==> src/rtl/multicycle_ctrl_if.sv <==
// Bus between the multicycle controller and its datapath/testbench.
// The controller sees the instruction register and memory ready flags and
// drives the control word plus its status outputs.
interface multicycle_ctrl_if #(
    parameter int unsigned IW = 32
);
    logic [IW-1:0] irout;
    logic          imem_ready;
    logic          dmem_ready;
    logic [23:0]   ctrl;
    logic [2:0]    state_o;
    logic          halted;
    logic          error;

    // Datapath / stimulus side
    modport master (
        output irout, imem_ready, dmem_ready,
        input  ctrl, state_o, halted, error
    );

    // Controller side
    modport slave (
        input  irout, imem_ready, dmem_ready,
        output ctrl, state_o, halted, error
    );
endinterface

==> src/rtl/multicycle_ctrl.sv <==
// Multicycle processor controller: sequences IF/ID/EX/MEM/WB, decodes the
// 24-bit control word from state and the instruction register, and traps
// to ERR on illegal opcodes or memory that stays not-ready too long.
module multicycle_ctrl #(
    parameter int unsigned   IW        = 32,
    parameter logic [IW-1:0] HALT_WORD = '1,
    parameter int unsigned   TIMEOUT   = 16
) (
    input  logic             clk,
    input  logic             reset,
    multicycle_ctrl_if.slave io_bus
);
    localparam int unsigned   CW       = $clog2(TIMEOUT) + 1;
    localparam logic [CW-1:0] WaitLast = CW'(TIMEOUT - 1);

    // Control word bit positions, MSB first
    localparam int unsigned CReadim    = 23;
    localparam int unsigned CLdir      = 22;
    localparam int unsigned CLdnpc     = 21;
    localparam int unsigned CLdA       = 20;
    localparam int unsigned CLdB       = 19;
    localparam int unsigned CLdimm     = 18;
    localparam int unsigned COpcond    = 16;
    localparam int unsigned CAlusel1   = 15;
    localparam int unsigned CAlusel2   = 14;
    localparam int unsigned CAluen     = 13;
    localparam int unsigned CLdaluout  = 12;
    localparam int unsigned CAlufunc   = 8;
    localparam int unsigned CSeldest   = 7;
    localparam int unsigned CRegwrite  = 6;
    localparam int unsigned CWritedmem = 5;
    localparam int unsigned CReaddmem  = 4;
    localparam int unsigned CLdlmd     = 3;
    localparam int unsigned CSelwb     = 2;
    localparam int unsigned CBranch    = 1;
    localparam int unsigned CLdpc      = 0;

    typedef enum logic [2:0] {
        StIf  = 3'd0,
        StId  = 3'd1,
        StEx  = 3'd2,
        StMem = 3'd3,
        StWb  = 3'd4,
        StHlt = 3'd5,
        StErr = 3'd6
    } state_e;

    state_e        r_state;
    logic [CW-1:0] r_wait;
    logic          r_halted;
    logic          r_error;

    logic [5:0]  w_op6;
    logic [5:0]  w_func;
    logic [5:0]  w_rr_func;
    logic [5:0]  w_ri_func;
    logic        w_is_rr;
    logic        w_is_ri;
    logic        w_is_ld;
    logic        w_is_st;
    logic        w_is_br;
    logic        w_legal;
    logic        w_is_halt;
    logic        w_ready;
    logic [23:0] w_ctrl;

    assign w_op6     = io_bus.irout[IW-1 -: 6];
    assign w_func    = io_bus.irout[5:0];
    assign w_rr_func = w_func - 6'd1;
    assign w_ri_func = w_op6 - 6'h10;
    assign w_is_rr   = (w_op6[5:4] == 2'b00) && (w_func >= 6'd1) && (w_func <= 6'd10);
    assign w_is_ri   = (w_op6 >= 6'h10) && (w_op6 <= 6'h1A);
    assign w_is_ld   = (w_op6 == 6'h21);
    assign w_is_st   = (w_op6 == 6'h22);
    assign w_is_br   = (w_op6 >= 6'h30) && (w_op6 <= 6'h33);
    assign w_legal   = w_is_rr || w_is_ri || w_is_ld || w_is_st || w_is_br;
    assign w_is_halt = (io_bus.irout == HALT_WORD);
    // IF waits on instruction memory, MEM on data memory
    assign w_ready   = (r_state == StMem) ? io_bus.dmem_ready : io_bus.imem_ready;

    // State sequencing, wait counter and registered status flags
    always_ff @(posedge clk or posedge reset) begin
        if (reset) begin
            r_state  <= StIf;
            r_wait   <= '0;
            r_halted <= 1'b0;
            r_error  <= 1'b0;
        end else begin
            case (r_state)
                StIf, StMem: begin
                    // Ready beats the timeout when both happen in the same cycle
                    if (w_ready) begin
                        r_state <= (r_state == StIf) ? StId : StWb;
                        r_wait  <= '0;
                    end else if (r_wait == WaitLast) begin
                        r_state <= StErr;
                        r_error <= 1'b1;
                    end else begin
                        r_wait <= r_wait + 1'b1;
                    end
                end
                StId: begin
                    if (w_is_halt) begin
                        r_state  <= StHlt;
                        r_halted <= 1'b1;
                    end else if (!w_legal) begin
                        r_state <= StErr;
                        r_error <= 1'b1;
                    end else begin
                        r_state <= StEx;
                    end
                end
                StEx: begin
                    r_state <= (w_is_ld || w_is_st) ? StMem : StWb;
                    r_wait  <= '0;
                end
                StWb: begin
                    r_state <= StIf;
                    r_wait  <= '0;
                end
                default: ; // HLT and ERR hold until reset
            endcase
        end
    end

    // Control word decode from current state and instruction
    always_comb begin
        w_ctrl = '0;
        case (r_state)
            StIf: begin
                w_ctrl[CReadim] = 1'b1;
                if (io_bus.imem_ready) begin
                    w_ctrl[CLdir]  = 1'b1;
                    w_ctrl[CLdnpc] = 1'b1;
                end
            end
            StId: begin
                w_ctrl[CLdA]   = 1'b1;
                w_ctrl[CLdB]   = 1'b1;
                w_ctrl[CLdimm] = 1'b1;
            end
            StEx: begin
                w_ctrl[CAluen]    = 1'b1;
                w_ctrl[CLdaluout] = 1'b1;
                if (w_is_br) begin
                    w_ctrl[CAlusel2]       = 1'b1;
                    w_ctrl[CAlufunc +: 4]  = 4'b1010;
                    case (w_op6[1:0])
                        2'd0:    w_ctrl[COpcond +: 2] = 2'b11; // BR
                        2'd1:    w_ctrl[COpcond +: 2] = 2'b01; // BMI
                        2'd2:    w_ctrl[COpcond +: 2] = 2'b00; // BPL
                        default: w_ctrl[COpcond +: 2] = 2'b10; // BZ
                    endcase
                end else begin
                    w_ctrl[COpcond +: 2] = 2'b11;
                    w_ctrl[CAlusel1]     = 1'b1;
                    w_ctrl[CAlusel2]     = !w_is_rr;
                    if (w_is_rr) begin
                        w_ctrl[CAlufunc +: 4] = w_rr_func[3:0];
                    end else if (w_is_ri && (w_op6 != 6'h1A)) begin
                        w_ctrl[CAlufunc +: 4] = w_ri_func[3:0];
                    end
                end
            end
            StMem: begin
                if (w_is_ld) begin
                    w_ctrl[CReaddmem] = 1'b1;
                    w_ctrl[CLdlmd]    = io_bus.dmem_ready;
                end
                if (w_is_st) begin
                    w_ctrl[CWritedmem] = 1'b1;
                end
            end
            StWb: begin
                w_ctrl[CLdpc] = 1'b1;
                if (w_is_rr) begin
                    w_ctrl[CRegwrite] = 1'b1;
                end else if (w_is_ri) begin
                    w_ctrl[CRegwrite] = 1'b1;
                    w_ctrl[CSeldest]  = 1'b1;
                end else if (w_is_ld) begin
                    w_ctrl[CRegwrite] = 1'b1;
                    w_ctrl[CSeldest]  = 1'b1;
                    w_ctrl[CSelwb]    = 1'b1;
                end else if (w_is_br) begin
                    w_ctrl[CBranch] = 1'b1;
                end
            end
            default: ;
        endcase
    end

    // Reset overrides the decode so nothing fires while the state sits in IF
    assign io_bus.ctrl    = reset ? 24'd0 : w_ctrl;
    assign io_bus.state_o = r_state;
    assign io_bus.halted  = r_halted;
    assign io_bus.error   = r_error;
endmodule

==> src/flat_wrapper.sv <==
// flat-port wrapper written by rule: the top's interface ports become plain ports
module multicycle_ctrl_flat 
#(
    parameter int unsigned   IW        = 32,
    parameter logic [IW-1:0] HALT_WORD = '1,
    parameter int unsigned   TIMEOUT   = 16
)
  (clk, reset, io_bus_irout, io_bus_imem_ready, io_bus_dmem_ready, io_bus_ctrl, io_bus_state_o, io_bus_halted, io_bus_error);
  multicycle_ctrl_if #(.IW(IW)) io_bus_i ();
  input  logic clk;
  input  logic reset;
  input wire logic [$bits(io_bus_i.irout)-1:0] io_bus_irout;
  input wire logic [$bits(io_bus_i.imem_ready)-1:0] io_bus_imem_ready;
  input wire logic [$bits(io_bus_i.dmem_ready)-1:0] io_bus_dmem_ready;
  output wire logic [$bits(io_bus_i.ctrl)-1:0] io_bus_ctrl;
  output wire logic [$bits(io_bus_i.state_o)-1:0] io_bus_state_o;
  output wire logic [$bits(io_bus_i.halted)-1:0] io_bus_halted;
  output wire logic [$bits(io_bus_i.error)-1:0] io_bus_error;
  assign io_bus_i.irout = io_bus_irout;
  assign io_bus_i.imem_ready = io_bus_imem_ready;
  assign io_bus_i.dmem_ready = io_bus_dmem_ready;
  assign io_bus_ctrl = io_bus_i.ctrl;
  assign io_bus_state_o = io_bus_i.state_o;
  assign io_bus_halted = io_bus_i.halted;
  assign io_bus_error = io_bus_i.error;
  multicycle_ctrl #(.IW(IW), .HALT_WORD(HALT_WORD), .TIMEOUT(TIMEOUT)) u_core (.clk(clk), .reset(reset), .io_bus(io_bus_i));
endmodule
==> config.mk <==
export PLATFORM = sky130hd
export DESIGN_NAME = multicycle_ctrl_flat
export DESIGN_NICKNAME = d
export VERILOG_FILES = /design/src/rtl/multicycle_ctrl_if.sv /design/src/rtl/multicycle_ctrl.sv /design/src/flat_wrapper.sv
export SDC_FILE = /design/constraint.sdc
export NUM_CORES = 1
export LEC_CHECK = 0
export ABC_CLOCK_PERIOD_IN_PS = 2400
export CORE_ASPECT_RATIO = 1.25
export CORE_MARGIN = 2
export CORE_UTILIZATION = 39
export CTS_CLUSTER_DIAMETER = 50
export CTS_CLUSTER_SIZE = 30
export DETAILED_ROUTE_END_ITERATION = 10
export PLACE_DENSITY = 0.84
export REMOVE_ABC_BUFFERS = 1
export SETUP_SLACK_MARGIN = 0.2
export SLEW_MARGIN = 20
export SYNTH_ARGS = -nofsm -noshare
export SYNTH_HDL_FRONTEND = slang
export SYNTH_SLANG_ARGS = --single-unit
==> constraint.sdc <==
create_clock -name clk -period 2.4 [get_ports clk]
set_clock_uncertainty 0.05 [all_clocks]
set_input_delay 0.48 -clock clk [delete_from_list [all_inputs] [get_ports clk]]
set_output_delay 0.48 -clock clk [all_outputs]
set_load 0.005 [all_outputs]
==> results of run 1 <==
[worst max-delay path: cells and delay by family]
| family | cells | cell delay (ps) |
|---|---|---|
| buffers and inverters | 5 | 600 |
| and+or+nand+nor | 3 | 440 |
| AOI/OAI and AO/OA | 1 | 160 |
| adders and majority gates | 1 | 160 |
[how the worst min path moves through the flow]
stage                          from                    to  cells after the start  slack, ps
2_1_floorplan                 reset   u_core.io_bus.error                      1        280
3_3_place_gp   u_core.io_bus.halted  u_core.io_bus.halted                      1        400
3_5_place_dp       u_core.r_wait[3]      u_core.r_wait[3]                      1        420
4_1_cts                       reset      u_core.r_wait[4]                      3        220
5_1_grt                       reset      u_core.r_wait[4]                      3        260
6_report                      reset      u_core.r_wait[4]                      3        250
[power by group]
group | internal [uW] | switching (uW) | leakage (uW)
clock | 92.0 | 60.9 | 0.0000210
combinational | 382 | 348 | 0.00108
sequential | 216 | 62.4 | 0.000119
total | 690 | 472 | 0.00122
[kinds of logic after synthesis]
kind of cell	share of synthesized area
AO/OA/AOI/OAI	0.178
XOR/XNOR	0.0226
adder cells (fa/ha/maj)	0.119
buffers and inverters	0.0819
flip-flops	0.216
multiplexers	0.00862
AND/OR/NAND/NOR	0.375
[stage by stage]
| step | instances | hold slack (ps) |
|---|---|---|
| 2_1_floorplan | 149 | 279 |
| 3_3_place_gp | 286 | 399 |
| 3_5_place_dp | 286 | 418 |
| 4_1_cts | 313 | 223 |
| 5_1_grt | 318 | 263 |
| 6_report | 318 | 247 |
[routing by layer]
layer	wire length (um)	share of wire	global-route usage
met1	2180	0.34	0.305
met2	3500	0.54	0.675
met3	414	0.064	0.0622
met4	388	0.060	0.231
met5	0	0	0
[state kept, by name, indices dropped and copies added (netlist names)]
register               cells
u_core.io_bus.error        1
u_core.io_bus.halted       1
u_core.io_bus.state_o      3
u_core.r_wait              5
[what timing repair did]
action / 4_1_cts / 5_1_grt
pin swaps: 23 / 16
cloned: 0 / 0
gates resized for setup: 154 / 28
setup buffers: 23 / 5
endpoints found under the setup margin: 33 / 28
[placed cells by master, fill, tap and decap left out, drive strengths merged, types with 8 or more instances in the layout]
cell / n
clkbuf: 8
nor2: 16
ha: 11
buf: 83
dlygate4sd2: 10
nand2: 16
inv: 14
clkdlybuf4s50: 28
dfrtp: 10
o21ai: 9
[cell type report]
| type | instances | area, sq um |
|---|---|---|
| repair buffers | 129 | 1080 |
| multi-input cells | 125 | 1060 |
| fillers | 143 | 357 |
| flip-flops and latches | 10 | 254 |
| inverters | 14 | 55.1 |
| well taps | 36 | 45.0 |
| clock buffers | 4 | 36.3 |
==> results.md, run 1 <==
- The path class of the lowest-slack min-delay path is primary input to async pin.
- The average size of a mapped cell is 7.44 sq um.
- Synthesis inferred 10 register bits.
- In this run the horizontal extent of the chip is 52.8 um.
- The area of the core region is 2890 sq um.
- For this run, the number of Yosys warnings is 0.
- Setup repair after global routing could not meet its margin everywhere.
- The maximum clock rate is 420 MHz.
- The final core utilization is 0.877.
- The cell area after placement is 2080 sq um.
- The area of the mapped netlist is 1160 sq um.
- Across every metal layer, demand over resource in global routing totals 0.348.
- For this block, the initial DRC count from the detailed router was 94.
- The total iterations of the first detailed-routing run is 4.
- During placement, the flow inserted port buffers numbering 64.
- Of the available clock period, the critical path in the final layout requires 0.991.
- The worst path required time is 1870 ps.
- The largest area contributor in the synthesized netlist is sky130_fd_sc_hd__dfrtp_1.
- The number of antenna violations at the first check in global routing was 0.
- The most numerous cell on the critical path is sky130_fd_sc_hd__buf_6.
- The clock slew seen by the registers of the worst setup and hold paths is 70 ps.
- The HPWL after detailed placement is 3210 um.
- Among all stages on the critical path, the largest delay is contributed by sky130_fd_sc_hd__nor4b_4.
- The startpoint identified for the worst register-to-register timing path is u_core.r_wait[0].
- The worst setup path is launched from a primary input.
- Tracing the worst setup path back leads to its startpoint at io_bus_irout[0].
- Subtracting the final worst setup slack from the clock period gives 2380 ps.
- The worst-case vdd ir drop is 0.511 mV.
- The transition time of the tightest slew-check pin is 601 ps.
- The synthesized netlist cell count is 156.
- The commonest cells after synthesis are 16 x sky130_fd_sc_hd__nand2_1, 16 x sky130_fd_sc_hd__nor2_1, 14 x sky130_fd_sc_hd__inv_1.
- In this run the count of I/O pins placed on the die edge is 65.
- The first global-routing pass estimated 8940 um of wire.
- The run finished with clean final reports.
- Setup violations remaining at the end of the flow were counted as 0.
- The total overflow left after global routing is 0.
- Synthesis instantiated 45 different standard cells from the library.
- Row generation in the floorplan step produced 22 rows.
- The detailed-route DRC error count is 0.
- The routed wire length is 6480 um.
- The count of nets left with antenna violations once routing finished came out at 0.
- The total number of clock tree sinks is 10.
- The total of hold buffers inserted after clock tree synthesis is 0.
- The part of the Yosys area used for sequential elements is 0.216.
- The count of final max-slew check failures came to 0.
- The total number of vias is 1893.
- 0 antenna diodes ended up in the layout.
- The critical path data arrival time is 1850 ps.
- In this design, the stage delay of the slowest critical-path cell is 270 ps.
- In this run the critical register-to-register path is captured at u_core.r_wait[3].
- The worst register-to-register path has a depth of 8.
- The number of nets at the end of the flow is 330.
- The number of buffers on the longest clock path is 2.
- The capturing element of the worst setup path is io_bus_ctrl[8].
- The insertion delay to the later sink of the worst-skew pair is 260 ps.
- The critical path is of the primary input to primary output type.
- The clock root buffer is sky130_fd_sc_hd__clkbuf_4.
- The worst setup path is captured at a primary output.
- The leakage power figure is 0.00122 uW.
- TritonCTS built the clock tree.
- The die outline area is 3430 sq um.
- The number of buffers created by CTS is 3.
- The reported max-cap violation count is 0.
- Compared with the post-synthesis result, the final layout area differs by 118%.
- The via count of the first global-routing pass is 2034.
- The worst-case headroom to the max-slew limit is 0.597.
- In this run the number of H-tree levels came out at 1.
- The number of synthesized flops with an enable pin is 0.
- The register-to-register setup slack is 250 ps.
- After synthesis, the cell types taking the most area are sky130_fd_sc_hd__dfrtp_1 22%, sky130_fd_sc_hd__ha_1 12%, sky130_fd_sc_hd__nand2_1 5.2%.
- The sum of negative setup slack is 0 ps.
- Of all nets on the critical path, the largest fanout is 3.
- The final routed wire length divided by cell count is 20.4 um.
- In the synthesized netlist the dominant register cell turns out to be sky130_fd_sc_hd__dfrtp_1.
- In the routed layout, each cell is associated on average with a via count of 5.95.
- The final critical-path setup slack is 21.2 ps.
- The share of the synthesized area in the top cell type is 0.216.
- The y dimension of the die is 65.0 um.
- Timing analysis after detailed placement gives a worst setup slack of -783 ps.
- The finished cells cover 2530 sq um.
- The design draws 1160 uW.
- The count of endpoints failing hold in the final timing report was 0.
- The fraction of registers with async set or reset after synthesis is 1.00.
- Of the cells placed in the final design, the portion with a size suffix greater than 1 is 0.500.
- The maximum number of pins on one net before global-route repair is 11.
- At the end of routability-driven placement, the weighted congestion stood at 0.812.
- The starting utilization of the core area is 0.402.
- The signal on the critical path passes through buf_6, buf_6, ha_4, nor4b_4, nor3_4, buf_4, buf_6, a22oi_2, nor2_1, buf_2.
- In this run the power density over the cells is 459 nW/um^2.
Note: power is estimated with default switching activity, not from simulation.
==> inputs of run 2 (changes only) <==
--- a/config.mk
+++ b/config.mk
@@ -7,11 +7,11 @@
 export LEC_CHECK = 0
 export ABC_CLOCK_PERIOD_IN_PS = 2400
 export CORE_ASPECT_RATIO = 1.25
-export CORE_MARGIN = 2
 export CORE_UTILIZATION = 39
 export CTS_CLUSTER_DIAMETER = 50
 export CTS_CLUSTER_SIZE = 30
 export DETAILED_ROUTE_END_ITERATION = 10
+export GPL_TIMING_DRIVEN = 1
 export PLACE_DENSITY = 0.84
 export REMOVE_ABC_BUFFERS = 1
 export SETUP_SLACK_MARGIN = 0.2
==> results.md, run 2 (synthesis gave the netlist of run 1 again) <==
- The CTS tree is yes.
- Hold timing on the final database bottoms out at a slack of 257 ps.
- Leaving out fill and tap cells, the most frequent cell in the layout is sky130_fd_sc_hd__buf_4.
- The transition time of the tightest slew-check pin is 683 ps.
- The overall track demand over capacity in global routing is 0.405.
- The number of clock buffers added by TritonCTS is 3.
- Counting I/O delays and the setup requirement, the final critical path takes 2470 ps.
- After the first detailed-routing iteration, the DRC count stood at 232.
- The sum of buffers and inverters on the critical path is 5.
- The total number of vias is 2134.
- The via count normalized by instance count is 6.69.
- The leakage power figure is 0.00127 uW.
- The final standard cell count with taps included and fillers excluded is 319.
- The count of port buffers added during placement is 64.
- The number of filler cells placed in the layout is 73.
- The endpoint type of the worst setup path is a primary output.
- The number of flip-flops under the largest register name is 5.
- CTS built an H-tree with a depth of 1.
- The kind of cell with the highest combined delay along the critical path is buffers and inverters.
- The register containing the most flip-flops in the final layout is u_core.r_wait.
- The path class of the lowest-slack min-delay path is primary input to async pin.
- The total number of clock tree sinks is 10.
- The maximum clock rate is 406 MHz.
- Including well taps, the total number of placed cells is 285.
- Among all stages on the critical path, the largest delay is contributed by sky130_fd_sc_hd__a221oi_2.
- Relative to the synthesized area, the layout overhead comes to 125%.
- The minimum setup slack after placement is -816 ps.
- Setup repair after global routing could not meet its margin everywhere.
- The final critical-path setup slack is -65.0 ps.
- In the routed design, unresolved DRC markers number 0.
- For the worst-skew pair, the clock arrives at the later sink with an insertion delay of 280 ps.
- Along the worst path, the maximum fanout reaches 4.
- The type of the setup path with the least slack is primary input to primary output.
- Detailed placement ended at an HPWL of 3370 um.
- Clock tree synthesis selected as its root buffer the cell sky130_fd_sc_hd__clkbuf_4.
- In this run the remaining antenna-violating nets after routing total 0.
- Across the run, the number of max-cap violations was 0.
- The area of the core region is 2760 sq um.
- After detailed routing, the average wire length per cell comes to 25.6 um.
- Of the available clock period, the critical path in the final layout requires 1.03.
- The final reports fail on negative setup slack.
- In this run the tightest slew margin relative to its limit is 0.542.
- The starting utilization of the core area is 0.421.
- 0 antenna diodes ended up in the layout.
- The total of endpoints with negative setup slack in the final report is 2.
- The first TritonRoute pass finished after 5 iterations.
- For this design the top-level I/O count stands at 65.
- The ratio of total power to cell area is 486 nW/um^2.
- Leaving out fill and tap cells, the most frequent cells in the layout are 55 x sky130_fd_sc_hd__buf_4, 27 x sky130_fd_sc_hd__clkdlybuf4s50_1, 17 x sky130_fd_sc_hd__buf_6.
- The number of rows in the core area is 21.
- After clock tree synthesis, the flow added hold-fix buffers numbering 0.
- For this block, the routed nets add up to 8150 um of wire.
- The number of antenna violations at the first check in global routing is 0.
- The kind of start point of the critical path is a primary input.
- VDD sags by at most 0.454 mV.
- The most numerous cell on the critical path is sky130_fd_sc_hd__buf_6.
- The clock passes through at most 2 buffers.
- The count of endpoints failing hold in the final timing report is 0.
- The placer's final routability congestion estimate is 0.837.
- The count of final max-slew check failures is 0.
- The critical path data arrival time is 1940 ps.
- The flow ran to the end, but the final reports show violations.
- The horizontal extent of the die is 50.8 um.
- Walking the worst path, the cells encountered are buf_8, buf_6, ha_4, nor3b_4, nor3_2, buf_4, buf_6, a221oi_2, nor2_1, buf_2.
- From bottom edge to top edge, the die measures 63.0 um.
- In the final layout, the share of cells above drive strength 1 is 0.523.
- For this run, the slowest stage of the critical path takes 270 ps.
- The number of nets at the end of the flow is 333.
- The die outline area is 3200 sq um.
- The total overflow left after global routing is 0.
- The via count of the first global-routing pass is 1998.
- Entering global routing, the biggest net connects 11 pins.
- The clock slew seen by the registers of the worst setup and hold paths is 90 ps.
- The first global-routing pass estimated 9600 um of wire.
- The worst path required time is 1870 ps.
run 2: path summary, 6_finish.rpt:
kind | start | to | slack [ps] | cells past startpoint
worst min register to register | u_core.r_wait[4] | u_core.r_wait[4] | 460 | 2
max in group asynchronous | reset | u_core.r_wait[0] | 1880 | 3
worst max register to register | u_core.r_wait[0] | u_core.r_wait[3] | 180 | 8
worst max-delay path | io_bus_irout[1] | io_bus_ctrl[9] | -70 | 10
min in group clk | u_core.r_wait[4] | u_core.r_wait[4] | 460 | 2
worst min-delay path | reset | u_core.io_bus.state_o[0] | 260 | 3
run 2: layout make-up:
| cell class | instances | area (sq um) | area share |
|---|---|---|---|
| clock buffers | 4 | 36.3 | 0.0139 |
| inverters | 14 | 60.1 | 0.0230 |
| repair buffers | 132 | 1140 | 0.437 |
| flip-flops and latches | 10 | 253 | 0.0969 |
| multi-input cells | 125 | 1080 | 0.413 |
| well taps | 34 | 42.5 | 0.0163 |
run 2: what timing repair did:
item / CTS / global route
endpoints found under the setup margin: 33 / 26
buffers inserted: 22 / 8
resized for setup: 157 / 45
pin swaps: 23 / 20
gates cloned: 0 / 0
run 2: worst min-delay path, cell delays in order:
cell                       delay (ps)
sky130_fd_sc_hd__clkbuf_2         140
sky130_fd_sc_hd__inv_1            120
sky130_fd_sc_hd__buf_4            210
run 2: routing by layer:
metal	GRT usage	vias up	share of wire
met5	0	-	0
met2	0.748	243	0.48
met4	0.316	0	0.11
met3	0.102	99	0.11
met1	0.356	972	0.30
li1	-	820	-
run 2: power by group:
| group | leakage, uW | total, uW | internal [uW] | switching (uW) |
|---|---|---|---|---|
| sequential | 0.000120 | 282 | 214 | 67.3 |
| combinational | 0.00113 | 815 | 400 | 416 |
| clock | 0.0000210 | 172 | 92.3 | 79.6 |
| total | 0.00127 | 1270 | 706 | 563 |
run 2: through the flow:
step / area [sq um] / utilization / TNS, ps / total power (uW)
after floorplan: 1120 / - / 0 / 480
after detailed placement: 2090 / 0.756 / -10450 / 765
after global routing: 2610 / 0.946 / -112 / 1300
after CTS: 2420 / 0.876 / 0 / 1040
final: 2610 / 0.946 / -96.8 / 1270
after global placement: 2090 / 0.756 / -9410 / 736
